--- config.mk ---
export PLATFORM = sky130hd
export DESIGN_NAME = present_dec_core
export DESIGN_NICKNAME = d
export VERILOG_FILES = /design/src/rtl/present_pkg.sv /design/src/rtl/inv_sboxlayer.sv /design/src/rtl/present_dec_core.sv
export SDC_FILE = /design/constraint.sdc
export NUM_CORES = 1
export LEC_CHECK = 0
export CAP_MARGIN = 20
export CELL_PAD_IN_SITES_DETAIL_PLACEMENT = 1
export CELL_PAD_IN_SITES_GLOBAL_PLACEMENT = 1
export CORE_ASPECT_RATIO = 1.4
export CORE_UTILIZATION = 41
export DETAILED_ROUTE_END_ITERATION = 12
export HOLD_SLACK_MARGIN = 0.03
export MAX_ROUTING_LAYER = met4
export PLACE_DENSITY = 0.92
export SYNTH_ARGS = -nofsm -noshare
export SYNTH_HDL_FRONTEND = slang
export SYNTH_SLANG_ARGS = --single-unit
--- constraint.sdc ---
create_clock -name CK -period 2.4 [get_ports CK]
set_input_delay 0.48 -clock CK [delete_from_list [all_inputs] [get_ports CK]]
set_output_delay 0.48 -clock CK [all_outputs]
set_load 0.05 [all_outputs]
--- src/rtl/present_pkg.sv ---
// Shared PRESENT-80 definitions: S-box tables, P-layer index, forward key update and FSM states.
// Used by both the encryptor and decryptor datapaths.
package present_pkg;

    localparam int unsigned BLK    = 64;
    localparam int unsigned KEY    = 80;
    localparam int unsigned ROUNDS = 31;

    typedef enum logic [2:0] {
        StIdle   = 3'd0,
        StKeygen = 3'd1,
        StWhiten = 3'd2,
        StRound  = 3'd3,
        StDone   = 3'd4
    } dec_state_e;

    function automatic logic [3:0] sbox(input logic [3:0] x);
        logic [3:0] y;
        case (x)
            4'h0: y = 4'hC;
            4'h1: y = 4'h5;
            4'h2: y = 4'h6;
            4'h3: y = 4'hB;
            4'h4: y = 4'h9;
            4'h5: y = 4'h0;
            4'h6: y = 4'hA;
            4'h7: y = 4'hD;
            4'h8: y = 4'h3;
            4'h9: y = 4'hE;
            4'hA: y = 4'hF;
            4'hB: y = 4'h8;
            4'hC: y = 4'h4;
            4'hD: y = 4'h7;
            4'hE: y = 4'h1;
            default: y = 4'h2;
        endcase
        return y;
    endfunction

    function automatic logic [3:0] sbox_inv(input logic [3:0] x);
        logic [3:0] y;
        case (x)
            4'h0: y = 4'h5;
            4'h1: y = 4'hE;
            4'h2: y = 4'hF;
            4'h3: y = 4'h8;
            4'h4: y = 4'hC;
            4'h5: y = 4'h1;
            4'h6: y = 4'h2;
            4'h7: y = 4'hD;
            4'h8: y = 4'hB;
            4'h9: y = 4'h4;
            4'hA: y = 4'h6;
            4'hB: y = 4'h3;
            4'hC: y = 4'h0;
            4'hD: y = 4'h7;
            4'hE: y = 4'h9;
            default: y = 4'hA;
        endcase
        return y;
    endfunction

    // Destination of bit i in the forward P-layer.
    function automatic logic [5:0] p_idx(input logic [5:0] i);
        logic [5:0] r;
        if (i == 6'd63) begin
            r = 6'd63;
        end else begin
            r = 6'((16 * int'(i)) % 63);
        end
        return r;
    endfunction

    // Forward key-schedule step producing the key for round i+1.
    function automatic logic [KEY-1:0] fk(input logic [KEY-1:0] k, input logic [4:0] i);
        logic [KEY-1:0] t;
        t          = {k[18:0], k[79:19]};
        t[79:76]   = sbox(t[79:76]);
        t[19:15]   = t[19:15] ^ i;
        return t;
    endfunction

endpackage

--- src/rtl/inv_sboxlayer.sv ---
// Sixteen parallel inverse PRESENT S-boxes across a 64-bit state word.
module inv_sboxlayer
    import present_pkg::*;
(
    input  logic [BLK-1:0] data_i,
    output logic [BLK-1:0] data_o
);

    for (genvar g = 0; g < 16; g++) begin : g_nib
        assign data_o[4*g +: 4] = sbox_inv(data_i[4*g +: 4]);
    end

endmodule

--- src/rtl/present_dec_core.sv ---
// Iterative PRESENT-80 decryptor: forward key schedule to the last round key, then one
// inverse round per clock while stepping the key schedule backwards.
module present_dec_core
    import present_pkg::*;
(
    input  logic            CK,
    input  logic            RN,
    input  logic            start,
    input  logic [BLK-1:0]  ctext,
    input  logic [KEY-1:0]  key,
    output logic            busy,
    output logic            done,
    output logic [BLK-1:0]  ptext
);

    dec_state_e     state_q, state_d;
    logic [BLK-1:0] st_q, st_d;
    logic [KEY-1:0] kr_q, kr_d;
    logic [4:0]     cnt_q, cnt_d;
    logic           busy_q, busy_d;
    logic           done_q, done_d;

    logic [KEY-1:0] kn;
    logic [BLK-1:0] pinv;
    logic [BLK-1:0] sbl_out;

    // Undoes fk: same steps in reverse order with inverse operations.
    function automatic logic [KEY-1:0] ik(input logic [KEY-1:0] k, input logic [4:0] i);
        logic [KEY-1:0] t;
        t        = k;
        t[19:15] = t[19:15] ^ i;
        t[79:76] = sbox_inv(t[79:76]);
        return {t[60:0], t[79:61]};
    endfunction

    function automatic logic [BLK-1:0] p_inv(input logic [BLK-1:0] s);
        logic [BLK-1:0] o;
        o = '0;
        for (int j = 0; j < BLK; j++) begin
            o[j] = s[p_idx(6'(j))];
        end
        return o;
    endfunction

    assign kn   = ik(kr_q, cnt_q);
    assign pinv = p_inv(st_q);

    inv_sboxlayer u_inv_sboxlayer (
        .data_i (pinv),
        .data_o (sbl_out)
    );

    always_comb begin
        state_d = state_q;
        st_d    = st_q;
        kr_d    = kr_q;
        cnt_d   = cnt_q;
        unique case (state_q)
            StIdle, StDone: begin
                if (start) begin
                    st_d    = ctext;
                    kr_d    = key;
                    cnt_d   = 5'd1;
                    state_d = StKeygen;
                end
            end
            StKeygen: begin
                kr_d  = fk(kr_q, cnt_q);
                cnt_d = cnt_q + 5'd1;
                if (cnt_q == 5'(ROUNDS)) begin
                    state_d = StWhiten;
                end
            end
            StWhiten: begin
                st_d    = st_q ^ kr_q[79:16];
                cnt_d   = 5'(ROUNDS);
                state_d = StRound;
            end
            StRound: begin
                kr_d  = kn;
                st_d  = sbl_out ^ kn[79:16];
                cnt_d = cnt_q - 5'd1;
                if (cnt_q == 5'd1) begin
                    state_d = StDone;
                end
            end
            default: state_d = StIdle;
        endcase
        // Outputs are decoded from the next state so they register in step with it.
        busy_d = (state_d == StKeygen) || (state_d == StWhiten) || (state_d == StRound);
        done_d = (state_d == StDone);
    end

    always_ff @(posedge CK or negedge RN) begin
        if (!RN) begin
            state_q <= StIdle;
            st_q    <= '0;
            kr_q    <= '0;
            cnt_q   <= '0;
            busy_q  <= 1'b0;
            done_q  <= 1'b0;
        end else begin
            state_q <= state_d;
            st_q    <= st_d;
            kr_q    <= kr_d;
            cnt_q   <= cnt_d;
            busy_q  <= busy_d;
            done_q  <= done_d;
        end
    end

    assign busy  = busy_q;
    assign done  = done_q;
    assign ptext = st_q;

endmodule

==> summary.txt <==
Outcome
  – Outcome: complete, but fails checks
  – Failing checks: setup timing

Worst setup path
  – Critical path startpoint: ptext[19]$_DFFE_PN0P_
  – Cell count along the critical path: 1
  – Crit path to: ptext[19]
  – Crit-path max FO: 7
  – Crit-path cells: clkdlybuf4s50_1
  – CP Data Required Time: 1.92 ns
  – Slowest Stage Delay on Critical Path: 0.90 ns
  – CP Buf/Inv Count: 1
  – Crit end category: output pin
  – Reg2reg setup slack: 0.09 ns
  – CP max stage cell: clkdlybuf4s50_1
  – CP delay by family, top: buffers and inverters
  – RR Startpoint: ptext[18]$_DFFE_PN0P_
  – FF-to-FF path depth: 7
  – Data arrival time of the worst path: 1.93 ns
  – Worst R2R End: ptext[10]$_DFFE_PN0P_
  – Crit path kind: flip-flop to output pin
  – Crit start category: flip-flop

Timing
  – Final WS setup: -0.00742 ns
  – Layout Skew: 0.00977 ns
  – Tcrit/Tclk final: 1.00
  – Setup TNS Final: -0.00742 ns
  – Slew headroom: 0.380
  – Setup-failing EPs final: 1
  – Worst slew pin tran: 0.924 ns
  – Fmax achieved: 0.415 GHz
  – Max Slew Vio Count: 0
  – Unrepaired setup endpoints after global routing: false
  – Period minus WS final: 2.41 ns
  – Final Hold Fails: 0

GRT
  – First-pass GRT wire length: 92,500 um
  – Met1 usage: 0.457
  – Vias in the first global route: 14,400
  – GRT overflow: 0
  – Initial antenna violation count: 1
  – Largest net degree at the start of global routing: 132
  – Met3 usage: 0.124
  – Busiest grt layer: met2
  – GRT met2 Usage: 0.606
  – GRT Total Usage: 0.414

Synthesis
  – Mux share of post-synthesis cell area: 0.0958
  – EDFF count, synth: 0
  – Synth Area in Compound Gates: 0.220
  – Ranking of synthesized cells by area: dfrtp_1, ha_1, mux2i_1
  – Ys async rst share: 1.00
  – XOR/XNOR share of the synthesized area: 0.103
  – Synthesized area: 12,800 um^2
  – Post-Synthesis Cells: 1,486
  – Register area share after synthesis: 0.302
  – Syn nets: 1,739
  – Adder-cell share of the synthesized area: 0.104
  – Synth warn: 0
  – Synth Register Bits: 154
  – Synthesized area per cell: 8.58 um^2
  – Ys flop type: dfrtp_1
  – Post-Synth Simple-Gate Area: 0.113
  – Unique masters post-synth: 52
  – Largest family of logic cells by synthesized area: compound AO/OA/AOI/OAI gates
  – Post-synth top area cell: dfrtp_1
  – Top-area cell type share of the netlist area: 0.302

Clock network
  – CTS tree: yes
  – Post-CTS Hold Buffers: 0
  – TritonCTS buffer count: 17
  – Post-CTS setup buffer count: 0
  – Clk sinks: 154
  – CTS Buffer Depth: 2
  – Gates resized, CTS repair: 13
  – CTS root buf: clkbuf_16
  – Clock Latency Late Sink: 0.47 ns
  – H-tree depth: 4
  – Worst-path clk slew: 0.07 ns

Hold path
  – HP Class: primary input to asynchronous set/reset pin

Floorplan
  – Die area: 31,800 um^2
  – I/O pins: 213
  – Core area: 30,700 um^2
  – Die X: 151 um
  – Initial Util: 0.415
  – # rows: 76
  – Die Span Y: 211 um

Power
  – PD cells: 1040 nW/um^2
  – Lkg Pwr: 7.00 nW
  – VDD IR max: 0.563 mV
  – Total power: 16.8 mW

Routing
  – Pre-antenna DRT Iters: 8
  – Vias per cell: 6.77
  – ANT nets after route: 0
  – Vias: 14,000
  – Initial DRC count: 1,775
  – Post-Route WL: 63,400 um
  – Wirelength per Cell: 30.6 um
  – DRC: 0

Place
  – Port Buffers: 212
  – DP Wirelength: 41,900 um
  – Gpl congestion: 1.03
  – Placed Instances: 2,036

Finish
  – Most common cell after layout, fill and taps aside: clkdlybuf4s50_1
  – Net count, final: 1,918
  – Share of cells above drive strength 1: 0.0846
  – Filler instances: 3,481
  – Finished Layout Cells: 2,070
  – Synth-to-Final Area Change: 26.4%
  – Final Util: 0.525
  – Most frequent cells in the layout: clkdlybuf4s50_1, nand2_1, dfrtp_1, a21oi_1, nor2_1

Job
  – Max Cap Violations: 0
logic make-up (layout without fill, tap and decap cells):
logic type	after synthesis	count (layout)
compound gates	438	438
simple gates	350	350
buf+inv	180	372
flops	154	154
xor+xnor	150	150
mux	108	108
fa+ha+maj	106	106
other cells	0	2
report_power, final:
group | internal [mW] | switching, mW
sequential | 3.26 | 1.99
combinational | 3.26 | 5.22
clock | 1.79 | 1.26
total | 8.31 | 8.48
sequential cells by signal, summed over array words and instances, names as in the netlist:
| register | cells |
|---|---|
| kr_q | 80 |
| ptext | 64 |
| cnt_q | 5 |
| state_q | 3 |
| busy | 1 |
| done | 1 |
metrics by stage:
stage          area, um^2  hold slack [ns]  setup slack (ns)
5_1_grt             16100           0.0732           0.00939
3_3_place_gp        15500            0.531             0.315
6_report            16100           0.0148          -0.00742
2_1_floorplan       12800            0.184             0.118
4_1_cts             16100           0.0471           0.00479
3_5_place_dp        15500            0.537             0.139
worst min path at each step:
stage          from                    end  slack [ns]  cells past startpoint
6_report         RN  ptext[55]$_DFFE_PN0P_        0.01                      1
5_1_grt          RN  ptext[55]$_DFFE_PN0P_        0.07                      1
4_1_cts          RN  ptext[55]$_DFFE_PN0P_        0.05                      1
3_5_place_dp     RN  ptext[55]$_DFFE_PN0P_        0.54                      1
3_3_place_gp     RN  ptext[55]$_DFFE_PN0P_        0.53                      1
2_1_floorplan    RN         busy$_DFF_PN0_        0.18                      0
synthesized netlist by cell type (2+ instances only):
library cell,count
a211oi_1,26
a21o_1,3
a21oi_1,140
a221o_1,5
a221oi_1,2
a222oi_1,5
a22oi_1,65
a31oi_1,8
a32o_1,2
buf_1,3
buf_2,45
buf_4,14
clkbuf_1,60
dfrtp_1,154
ha_1,106
inv_1,55
inv_2,2
mux2_2,2
mux2i_1,95
mux4_2,11
nand2_1,168
nand2b_1,15
nand3_1,6
nor2_1,122
nor2b_1,9
nor3_1,22
o211ai_1,2
o21ai_0,44
o21ai_1,56
o221ai_1,64
o22a_1,4
o22ai_1,3
xnor2_1,45
xor2_1,105
area by class of cell:
type / instances / area (um^2) / area share
clock buffer: 21 / 460 / 0.0286
antenna: 2 / 5.00 / 0.000310
sequential: 154 / 3860 / 0.240
timing repair buffer: 283 / 2790 / 0.173
multi-input combinational: 1152 / 8130 / 0.504
clock inverter: 11 / 169 / 0.0105
inverter: 57 / 214 / 0.0133
tap: 390 / 488 / 0.0303
routing by layer:
layer | vias to the layer above | part of all wire
li1 | 5621 | -
met2 | 1184 | 0.45
met5 | - | 0
met1 | 6786 | 0.34
met4 | 0 | 0.10
met3 | 426 | 0.11
Power figures use the tool's default switching activity.
